## src/rtl/ifid_stall_pipe_pkg.sv

```systemverilog
// Shared types and defaults for the IF/ID stall-handshake slice.
// Optional perf counters in the top are enabled by STALL_PERF_CNT_EN.
package ifid_stall_pipe_pkg;

    localparam logic [31:0]  RESET_PC_DEF = 32'h0000_0000;
    localparam logic [31:0]  NOP_INSTR    = 32'h0000_0000;
    localparam int unsigned  CTRL_W_DEF   = 10;
    localparam int unsigned  RUN_CNT_W    = 3;

    typedef enum logic {RUN, STALL} pipe_state_t;

    function automatic logic [31:0] pc_inc(input logic [31:0] pc);
        return pc + 32'd4;
    endfunction

endpackage

```

## src/rtl/ifid_stall_pipe_if.sv

```systemverilog
// Stall-control / fetch / decode signal bundle for ifid_stall_pipe.
// Perf counter outputs exist only when STALL_PERF_CNT_EN is defined.
interface ifid_stall_pipe_if #(parameter int unsigned CTRL_W = 10);

    logic              PC_WriteEn;
    logic              IFID_WriteEn;
    logic              Stall_flush;
    logic              branch_taken;
    logic [31:0]       branch_target;
    logic [31:0]       imem_instr;
    logic [CTRL_W-1:0] id_ctrl;
    logic [31:0]       pc;
    logic [31:0]       ifid_instr;
    logic [31:0]       ifid_pc4;
    logic              ifid_valid;
    logic [CTRL_W-1:0] idex_ctrl;
    logic              stalled;
    logic              stall_timeout;
`ifdef STALL_PERF_CNT_EN
    logic [31:0]       stall_cycles;
    logic [15:0]       stall_events;
`endif

    modport master (
        output PC_WriteEn, IFID_WriteEn, Stall_flush, branch_taken, branch_target,
        output imem_instr, id_ctrl,
`ifdef STALL_PERF_CNT_EN
        input  stall_cycles, stall_events,
`endif
        input  pc, ifid_instr, ifid_pc4, ifid_valid, idex_ctrl, stalled, stall_timeout
    );

    modport slave (
        input  PC_WriteEn, IFID_WriteEn, Stall_flush, branch_taken, branch_target,
        input  imem_instr, id_ctrl,
`ifdef STALL_PERF_CNT_EN
        output stall_cycles, stall_events,
`endif
        output pc, ifid_instr, ifid_pc4, ifid_valid, idex_ctrl, stalled, stall_timeout
    );

endinterface

```

## src/rtl/ifid_stall_pipe_pipe_reg.sv

```systemverilog
// Width-parameterised pipeline register with load enable and synchronous clear.
module pipe_reg #(
    parameter int unsigned W = 32
) (
    input  logic         clk,
    input  logic         reset,
    input  logic         en,
    input  logic         clr,
    input  logic [W-1:0] d,
    output logic [W-1:0] q
);

    // Clear wins over enable so a flush/bubble is never masked by a hold.
    always_ff @(posedge clk) begin
        if (reset || clr) q <= '0;
        else if (en)      q <= d;
    end

endmodule

```

## src/rtl/ifid_stall_pipe.sv

```systemverilog
// PC, IF/ID and ID/EX bubble owner for the load-use stall handshake.
// Define STALL_PERF_CNT_EN to add stall_cycles / stall_events counters.
module ifid_stall_pipe
    import ifid_stall_pipe_pkg::*;
#(
    parameter logic [31:0] RESET_PC  = RESET_PC_DEF,
    parameter int unsigned CTRL_W    = CTRL_W_DEF,
    parameter int unsigned MAX_STALL = 4
) (
    input  logic               clk,
    input  logic               reset,
    ifid_stall_pipe_if.slave   bus
);

    localparam int unsigned          LIM       = (MAX_STALL > 7) ? 7 : MAX_STALL;
    localparam logic [RUN_CNT_W-1:0] RUN_LIMIT = RUN_CNT_W'(LIM);
    localparam logic [RUN_CNT_W-1:0] RUN_SAT   = '1;

    pipe_state_t          state_q, state_d;
    logic [31:0]          pc_q, pc_d, pc_plus4;
    logic [RUN_CNT_W-1:0] run_cnt_q, run_cnt_d;
    logic                 timeout_q, timeout_d;
    logic [64:0]          ifid_q;

    assign pc_plus4 = pc_inc(pc_q);

    always_comb begin
        state_d   = bus.Stall_flush ? STALL : RUN;
        run_cnt_d = '0;
        timeout_d = timeout_q;
        pc_d      = pc_q;
        // Run length counts every flush cycle, including the RUN->STALL entry cycle.
        if (bus.Stall_flush) begin
            run_cnt_d = (run_cnt_q == RUN_SAT) ? RUN_SAT : run_cnt_q + 1'b1;
            if (run_cnt_d >= RUN_LIMIT) timeout_d = 1'b1;
            if (bus.PC_WriteEn) pc_d = pc_plus4;
        end else if (bus.branch_taken) begin
            pc_d = bus.branch_target;
        end else if (bus.PC_WriteEn) begin
            pc_d = pc_plus4;
        end
    end

    always_ff @(posedge clk) begin
        if (reset) begin
            state_q   <= RUN;
            pc_q      <= RESET_PC;
            run_cnt_q <= '0;
            timeout_q <= 1'b0;
        end else begin
            state_q   <= state_d;
            pc_q      <= pc_d;
            run_cnt_q <= run_cnt_d;
            timeout_q <= timeout_d;
        end
    end

    // IF/ID packs {valid, pc4, instr}; a taken branch outside a stall clears it to a NOP.
    pipe_reg #(.W(65)) u_ifid (
        .clk   (clk),
        .reset (reset),
        .en    (bus.IFID_WriteEn),
        .clr   (!bus.Stall_flush && bus.branch_taken),
        .d     ({1'b1, pc_plus4, bus.imem_instr}),
        .q     (ifid_q)
    );

    pipe_reg #(.W(CTRL_W)) u_idex (
        .clk   (clk),
        .reset (reset),
        .en    (1'b1),
        .clr   (bus.Stall_flush),
        .d     (bus.id_ctrl),
        .q     (bus.idex_ctrl)
    );

    assign bus.pc            = pc_q;
    assign bus.ifid_valid    = ifid_q[64];
    assign bus.ifid_pc4      = ifid_q[63:32];
    assign bus.ifid_instr    = ifid_q[64] ? ifid_q[31:0] : NOP_INSTR;
    assign bus.stalled       = (state_q == STALL);
    assign bus.stall_timeout = timeout_q;

`ifdef STALL_PERF_CNT_EN
    logic [31:0] stall_cycles_q;
    logic [15:0] stall_events_q;

    always_ff @(posedge clk) begin
        if (reset) begin
            stall_cycles_q <= '0;
            stall_events_q <= '0;
        end else if (bus.Stall_flush) begin
            stall_cycles_q <= stall_cycles_q + 32'd1;
            if (state_q == RUN) stall_events_q <= stall_events_q + 16'd1;
        end
    end

    assign bus.stall_cycles = stall_cycles_q;
    assign bus.stall_events = stall_events_q;
`endif

endmodule
```

## src/flat_wrapper.sv

```systemverilog
// flat-port wrapper written by rule: the top's interface ports become plain ports
module ifid_stall_pipe_flat import ifid_stall_pipe_pkg::*;
#(
    parameter logic [31:0] RESET_PC  = RESET_PC_DEF,
    parameter int unsigned CTRL_W    = CTRL_W_DEF,
    parameter int unsigned MAX_STALL = 4
)
  (clk, reset, bus_PC_WriteEn, bus_IFID_WriteEn, bus_Stall_flush, bus_branch_taken, bus_branch_target, bus_imem_instr, bus_id_ctrl, bus_pc, bus_ifid_instr, bus_ifid_pc4, bus_ifid_valid, bus_idex_ctrl, bus_stalled, bus_stall_timeout);
  ifid_stall_pipe_if #(.CTRL_W(CTRL_W)) bus_i ();
  input  logic clk;
  input  logic reset;
  input wire logic [$bits(bus_i.PC_WriteEn)-1:0] bus_PC_WriteEn;
  input wire logic [$bits(bus_i.IFID_WriteEn)-1:0] bus_IFID_WriteEn;
  input wire logic [$bits(bus_i.Stall_flush)-1:0] bus_Stall_flush;
  input wire logic [$bits(bus_i.branch_taken)-1:0] bus_branch_taken;
  input wire logic [$bits(bus_i.branch_target)-1:0] bus_branch_target;
  input wire logic [$bits(bus_i.imem_instr)-1:0] bus_imem_instr;
  input wire logic [$bits(bus_i.id_ctrl)-1:0] bus_id_ctrl;
  output wire logic [$bits(bus_i.pc)-1:0] bus_pc;
  output wire logic [$bits(bus_i.ifid_instr)-1:0] bus_ifid_instr;
  output wire logic [$bits(bus_i.ifid_pc4)-1:0] bus_ifid_pc4;
  output wire logic [$bits(bus_i.ifid_valid)-1:0] bus_ifid_valid;
  output wire logic [$bits(bus_i.idex_ctrl)-1:0] bus_idex_ctrl;
  output wire logic [$bits(bus_i.stalled)-1:0] bus_stalled;
  output wire logic [$bits(bus_i.stall_timeout)-1:0] bus_stall_timeout;
  assign bus_i.PC_WriteEn = bus_PC_WriteEn;
  assign bus_i.IFID_WriteEn = bus_IFID_WriteEn;
  assign bus_i.Stall_flush = bus_Stall_flush;
  assign bus_i.branch_taken = bus_branch_taken;
  assign bus_i.branch_target = bus_branch_target;
  assign bus_i.imem_instr = bus_imem_instr;
  assign bus_i.id_ctrl = bus_id_ctrl;
  assign bus_pc = bus_i.pc;
  assign bus_ifid_instr = bus_i.ifid_instr;
  assign bus_ifid_pc4 = bus_i.ifid_pc4;
  assign bus_ifid_valid = bus_i.ifid_valid;
  assign bus_idex_ctrl = bus_i.idex_ctrl;
  assign bus_stalled = bus_i.stalled;
  assign bus_stall_timeout = bus_i.stall_timeout;
  ifid_stall_pipe #(.RESET_PC(RESET_PC), .CTRL_W(CTRL_W), .MAX_STALL(MAX_STALL)) u_core (.clk(clk), .reset(reset), .bus(bus_i));
endmodule
```

## config.mk

```make
export PLATFORM = sky130hd
export DESIGN_NAME = ifid_stall_pipe_flat
export DESIGN_NICKNAME = d
export VERILOG_FILES = /design/src/rtl/ifid_stall_pipe_pkg.sv /design/src/rtl/ifid_stall_pipe_if.sv /design/src/rtl/ifid_stall_pipe_pipe_reg.sv /design/src/rtl/ifid_stall_pipe.sv /design/src/flat_wrapper.sv
export SDC_FILE = /design/constraint.sdc
export NUM_CORES = 1
export LEC_CHECK = 0
export CAP_MARGIN = 5
export CORE_MARGIN = 3
export CORE_UTILIZATION = 49
export DETAILED_ROUTE_END_ITERATION = 8
export GPL_TIMING_DRIVEN = 0
export PLACE_DENSITY = 0.86
export SYNTH_ARGS = -nofsm -noshare
export SYNTH_HDL_FRONTEND = slang
export SYNTH_SLANG_ARGS = --single-unit
```

## constraint.sdc

```tcl
create_clock -name clk -period 3.1 [get_ports clk]
set_input_delay 0.31 -clock clk [delete_from_list [all_inputs] [get_ports clk]]
set_output_delay 0.31 -clock clk [all_outputs]
set_load 0.005 [all_outputs]
```

Word-level counts from Yosys, hierarchy flattened:

Index checks and enable logic that the tools add are counted.

* register bits after elaboration: 112
* latch bits: 0
* bits in writable memories: 0
* ROM bits: 0
* input port bits: 80
* output and inout port bits: 109
* memories: 0

* add/subtract/negate cells: 2
* multipliers: 0
* div/mod/pow operators: 0
* $lt $le $gt $ge: 1
* equal/unequal tests: 1
* shift-type cells: 0
* mux-type cells: 6
* bitwise operators: 1
* reductions and logical operators: 6

Operators with widths (count)
* two-way mux 32 bit: 4
* adder 32 x 3 -> 32 bit (second input constant): 1
* adder 3 x 1 -> 3 bit (second input constant): 1
* == test 3 bit (second input constant): 1
* greater-or-equal comparator 3 bit (second input constant): 1
* two-way mux 3 bit: 1
* logical OR 1 bit: 2
* AND reduction 2 bit: 1
* OR reduction 2 bit: 1
* logical AND 1 bit: 1
* zero test 1 bit: 1
* two-way mux 1 bit: 1
* inverter 1 bit: 1

Logic depth before layout (Yosys ltp):

* depth in word-level cells: 4
* depth in mapped cells: 9

Modules after synthesis:

Synthesis repeated with hierarchy kept, for this count alone.

* cell total of the unflattened synthesis: 587
* area, all modules: 5377.7 sq um

By module, submodules not included
* ifid_stall_pipe: instances 1, cells each 344, area each 2676.3 sq um
* pipe_reg (u_core.u_ifid): instances 1, cells each 210, area each 2338.5 sq um
* pipe_reg (u_core.u_idex): instances 1, cells each 33, area each 362.8 sq um

Worst setup path after synthesis:

Ideal clock, no wire load.

* path kind: register -> register
* start: reg u_core.pc_q[2] (netlist: u_core.bus.pc[2])
* end: reg u_core.pc_q[24] (netlist: u_core.bus.pc[24])
* library setup time: 79 ps
* arrival: 1746 ps
* path slack: 1275 ps
* cell stages (with the launch flop): 9
* buffers on the path: 2
* clock period less this slack: 1825 ps
* cells stage by stage: dfxtp_1 ha_1 and3_1 and4_1 buf_4 buf_8 nand3_2 xor2_1 a211oi_2

* cells in the longest elaborated chain, start to end: 4

RTL lines
* from (decl): RTL line ifid_stall_pipe.sv:20 `logic [31:0] pc_q, pc_d, pc_plus4;`
* from (signal assigned): RTL line ifid_stall_pipe.sv:52 `pc_q <= pc_d;`
* adder 32 x 3 -> 32 bit *: RTL line ifid_stall_pipe_pkg.sv:13 `return pc + 32'd4;`
* two-way mux 32 bit *: RTL line ifid_stall_pipe.sv:36, ifid_stall_pipe.sv:39
* two-way mux 32 bit: RTL line ifid_stall_pipe.sv:37 `end else if (bus.branch_taken) begin`
* two-way mux 32 bit *: RTL line ifid_stall_pipe.sv:33 `if (bus.Stall_flush) begin`

Every way passes the cells marked *; elsewhere a longest branch is shown, timed or not.
A chain may end at the register's enable or synchronous reset.

Worst setup path in the final report:

* start: reg u_core.pc_q[2] (netlist: u_core.bus.pc[2])
* end: reg u_core.pc_q[22] (netlist: u_core.bus.pc[22])

The elaborated chain is that of the path after synthesis.

==> flow_summary.toml <==
[cts]
clock_path_buffers = 2
cts_tree = "built"
htree_num_levels = 3
numCtsBuffers = 9
post_cts_buffers = 0
post_cts_hold_buffer_count = 0
cts_sinks = 112
clock_latency_ns = 0.37
cts_root_buf = "clkbuf_8"
cts_resized = 0
cts.clk_slew.worst_paths_ns = 0.10

[pwr]
clkPwrFrac = 0.280
switching_power_mw = 0.764
irDropWorstVdd_v = 0.000227
p_leak_nw = 2.84
p_per_area_mw_per_mm2 = 393
switching_share = 0.260
combPwrFrac = 0.179
p_int_mw = 2.17
seq_power_share = 0.540

[detailed_routing]
drc = 0
vias = 4876
finalWirelength_um = 14800
drtIter0Drc = 244
firstDrtPassIters = 4
antenna_left = 0
vias_per_cell = 5.25
avgRoutedWirePerCell_um = 16.0

[sta]
rsz0062_at_grt = "false"
slew_headroom = 0.521
tns_ns = 0
finClkSkew_ns = 0.00791
slew_violations = 0
min_period_over_period = 0.702
min_period_ns = 2.18
setup_viol = 0
tightest_slew_ns = 0.718
hold_viol = 0
timing.fmax_mhz = 459

[setup_path]
start_kind = "flip-flop"
path_buf_inv = 2
path_cells = "ha_1 > and3_1 > and4_1 > buf_4 > buf_8 > nand3_2 > xor2_1 > a211oi_2"
cp_max_fo = 10
max_stage_delay_ns = 0.50
worstPathRequired_ns = 3.38
r2r_slack_ns = 0.92
criticalPathCategory = "flip-flop to flip-flop"
critical-path-top-delay-family = "simple AND/OR/NAND/NOR gates"
critical_path.slowest_cell = "dfxtp_1"
worst_ep_arrival_time_ns = 2.46
end_kind = "flip-flop"

[floorplan]
io_pins = 189
die_h_um = 110
rows = 37
die_w_um = 110
dieArea_mm2 = 0.0120
core_area_mm2 = 0.0104
initial_utilization = 0.506

[place]
io_buffer_count = 185
dp_hpwl_um = 11400
dpl.cell_count = 913
place.gp.congestion = 0.871

[logic_synthesis]
ys_seq_elements = 112
syn_inst = 592
syn_area_mm2 = 0.00527
syn_avg_cell_area_um2 = 8.90
yosys.cell_types.count = 33
synth_fp_nets = 674
yosysWarnings = 0
yosysSeqAreaShare = 0.425

[global_route]
grt_overflow = 0
antenna_found_initial = 0
gr-usage-all-layers = 0.245
grt_first_pass_wirelength_um = 23300
grt_pass1_vias = 4903
grt_max_degree = 18

[layout]
final_common_cell = "clkdlybuf4s50_1"
insertedDiodeCount = 0
fin_nets = 870
final_cell_mix = "clkdlybuf4s50_1 (185), dfxtp_1 (112), nor2_1 (86)"
stdcell_count = 929
synthToLayoutAreaGrowth_pct = 41.8
drive_above_1_share = 0.0933

[job]
maxCapViolCount = 0

[status]
status = "complete, no violations"

[min_path]
min_path_type = "primary input to flip-flop"
==> synthesized netlist by cell type <==
library cell,n,area [um2]
and2_1,45,282
a311oi_1,5,43.8
a211oi_1,29,218
dfxtp_1,112,2240
nand3_2,2,20.0
o22ai_1,1,6.26
nand4_4,1,21.3
nand3_1,14,70.1
buf_4,40,300
ha_1,2,25.0
nor4_2,5,62.6
and4_1,5,43.8
nor2_1,86,323
o21ai_0,27,135
xor2_1,29,254
nor3_1,8,40.0
nand2b_1,3,18.8
nand4_1,13,81.3
and3_1,8,50.1
nand2_1,19,71.3
a211oi_2,2,25.0
xnor2_1,23,201
buf_2,6,30.0
nand3_4,1,17.5
inv_1,5,18.8
clkbuf_1,28,105
mux2i_1,36,360
and4_4,1,11.3
a21oi_1,26,130
nor2b_1,1,6.26
buf_1,3,11.3
or3_1,5,31.3
buf_8,1,15.0
==> cells by family (layout without fill, tap and decap cells) <==
family,Yosys count,in the layout,share of synthesized area
AND/OR/NAND/NOR,217,217,0.218
buffers and inverters,83,284,0.0911
adder cells (fa/ha/maj),2,2,0.00475
XOR/XNOR,52,52,0.0864
flip-flops,112,112,0.425
AO/OA/AOI/OAI,90,90,0.106
multiplexers,36,36,0.0684
==> layout make-up <==
cell class              count  area, um2
clock buffers              12        155
fillers                   799       2940
clock inverters             4       28.8
inverters                   5       18.8
flip-flops and latches    112       2240
multi-input cells         397       2550
plain buffers              78        462
repair buffers            185       1850
well taps                 136        170
==> state kept, by name (all words and copies together), names as in the netlist <==
signal and flops:
u_core.u_idex.q 10, u_core.bus.stalled 1, u_core.bus.pc 32, u_core.run_cnt_q 3
u_core.u_ifid.q 65, u_core.bus.stall_timeout 1
==> worst reg2reg max path, cell delays in order (launching register included) <==
cell	delay, ns
dfxtp_1	0.50
ha_1	0.31
and3_1	0.27
and4_1	0.22
buf_4	0.15
buf_8	0.14
nand3_2	0.08
xor2_1	0.15
a211oi_2	0.26
==> layer usage <==
| layer | global-route usage | wire, um | up-vias |
|---|---|---|---|
| met2 | 0.438 | 7210 | 221 |
| li1 | - | - | 2364 |
| met5 | 0 | 0 | - |
| met4 | 0.108 | 442 | 0 |
| met1 | 0.279 | 5840 | 2260 |
| met3 | 0.0534 | 1340 | 31 |
==> power by group through the flow <==
stage                     combinational [mW]  sequential, mW  clock (mW)
after floorplan                        0.240            1.60           0
after global placement                 0.516            1.61           0
after detailed placement               0.525            1.62           0
after CTS                              0.530            1.59       0.837
after global routing                   0.573            1.60       0.891
final                                  0.526            1.59       0.822
==> per-stage QoR <==
step	instance area [um2]	hold WS [ns]	setup WS, ns	power (mW)	utilization
2_1_floorplan	5270	0.414	1.27	1.84	-
3_3_place_gp	7290	0.426	0.929	2.13	0.700
4_1_cts	7480	0.345	0.958	2.95	0.718
3_5_place_dp	7290	0.435	0.872	2.14	0.700
5_1_grt	7480	0.427	0.797	3.06	0.718
6_report	7480	0.356	0.923	2.94	0.718
==> final timing paths <==
check,start,end,cells past startpoint
hold reg to reg,u_core.run_cnt_q[0],u_core.run_cnt_q[0],1
hold / removal,bus_IFID_WriteEn,u_core.u_ifid.q[34],3
setup reg to reg,u_core.bus.pc[2],u_core.bus.pc[22],8
setup / recovery,u_core.bus.pc[2],u_core.bus.pc[22],8
Note: power is estimated with default switching activity, not from simulation.
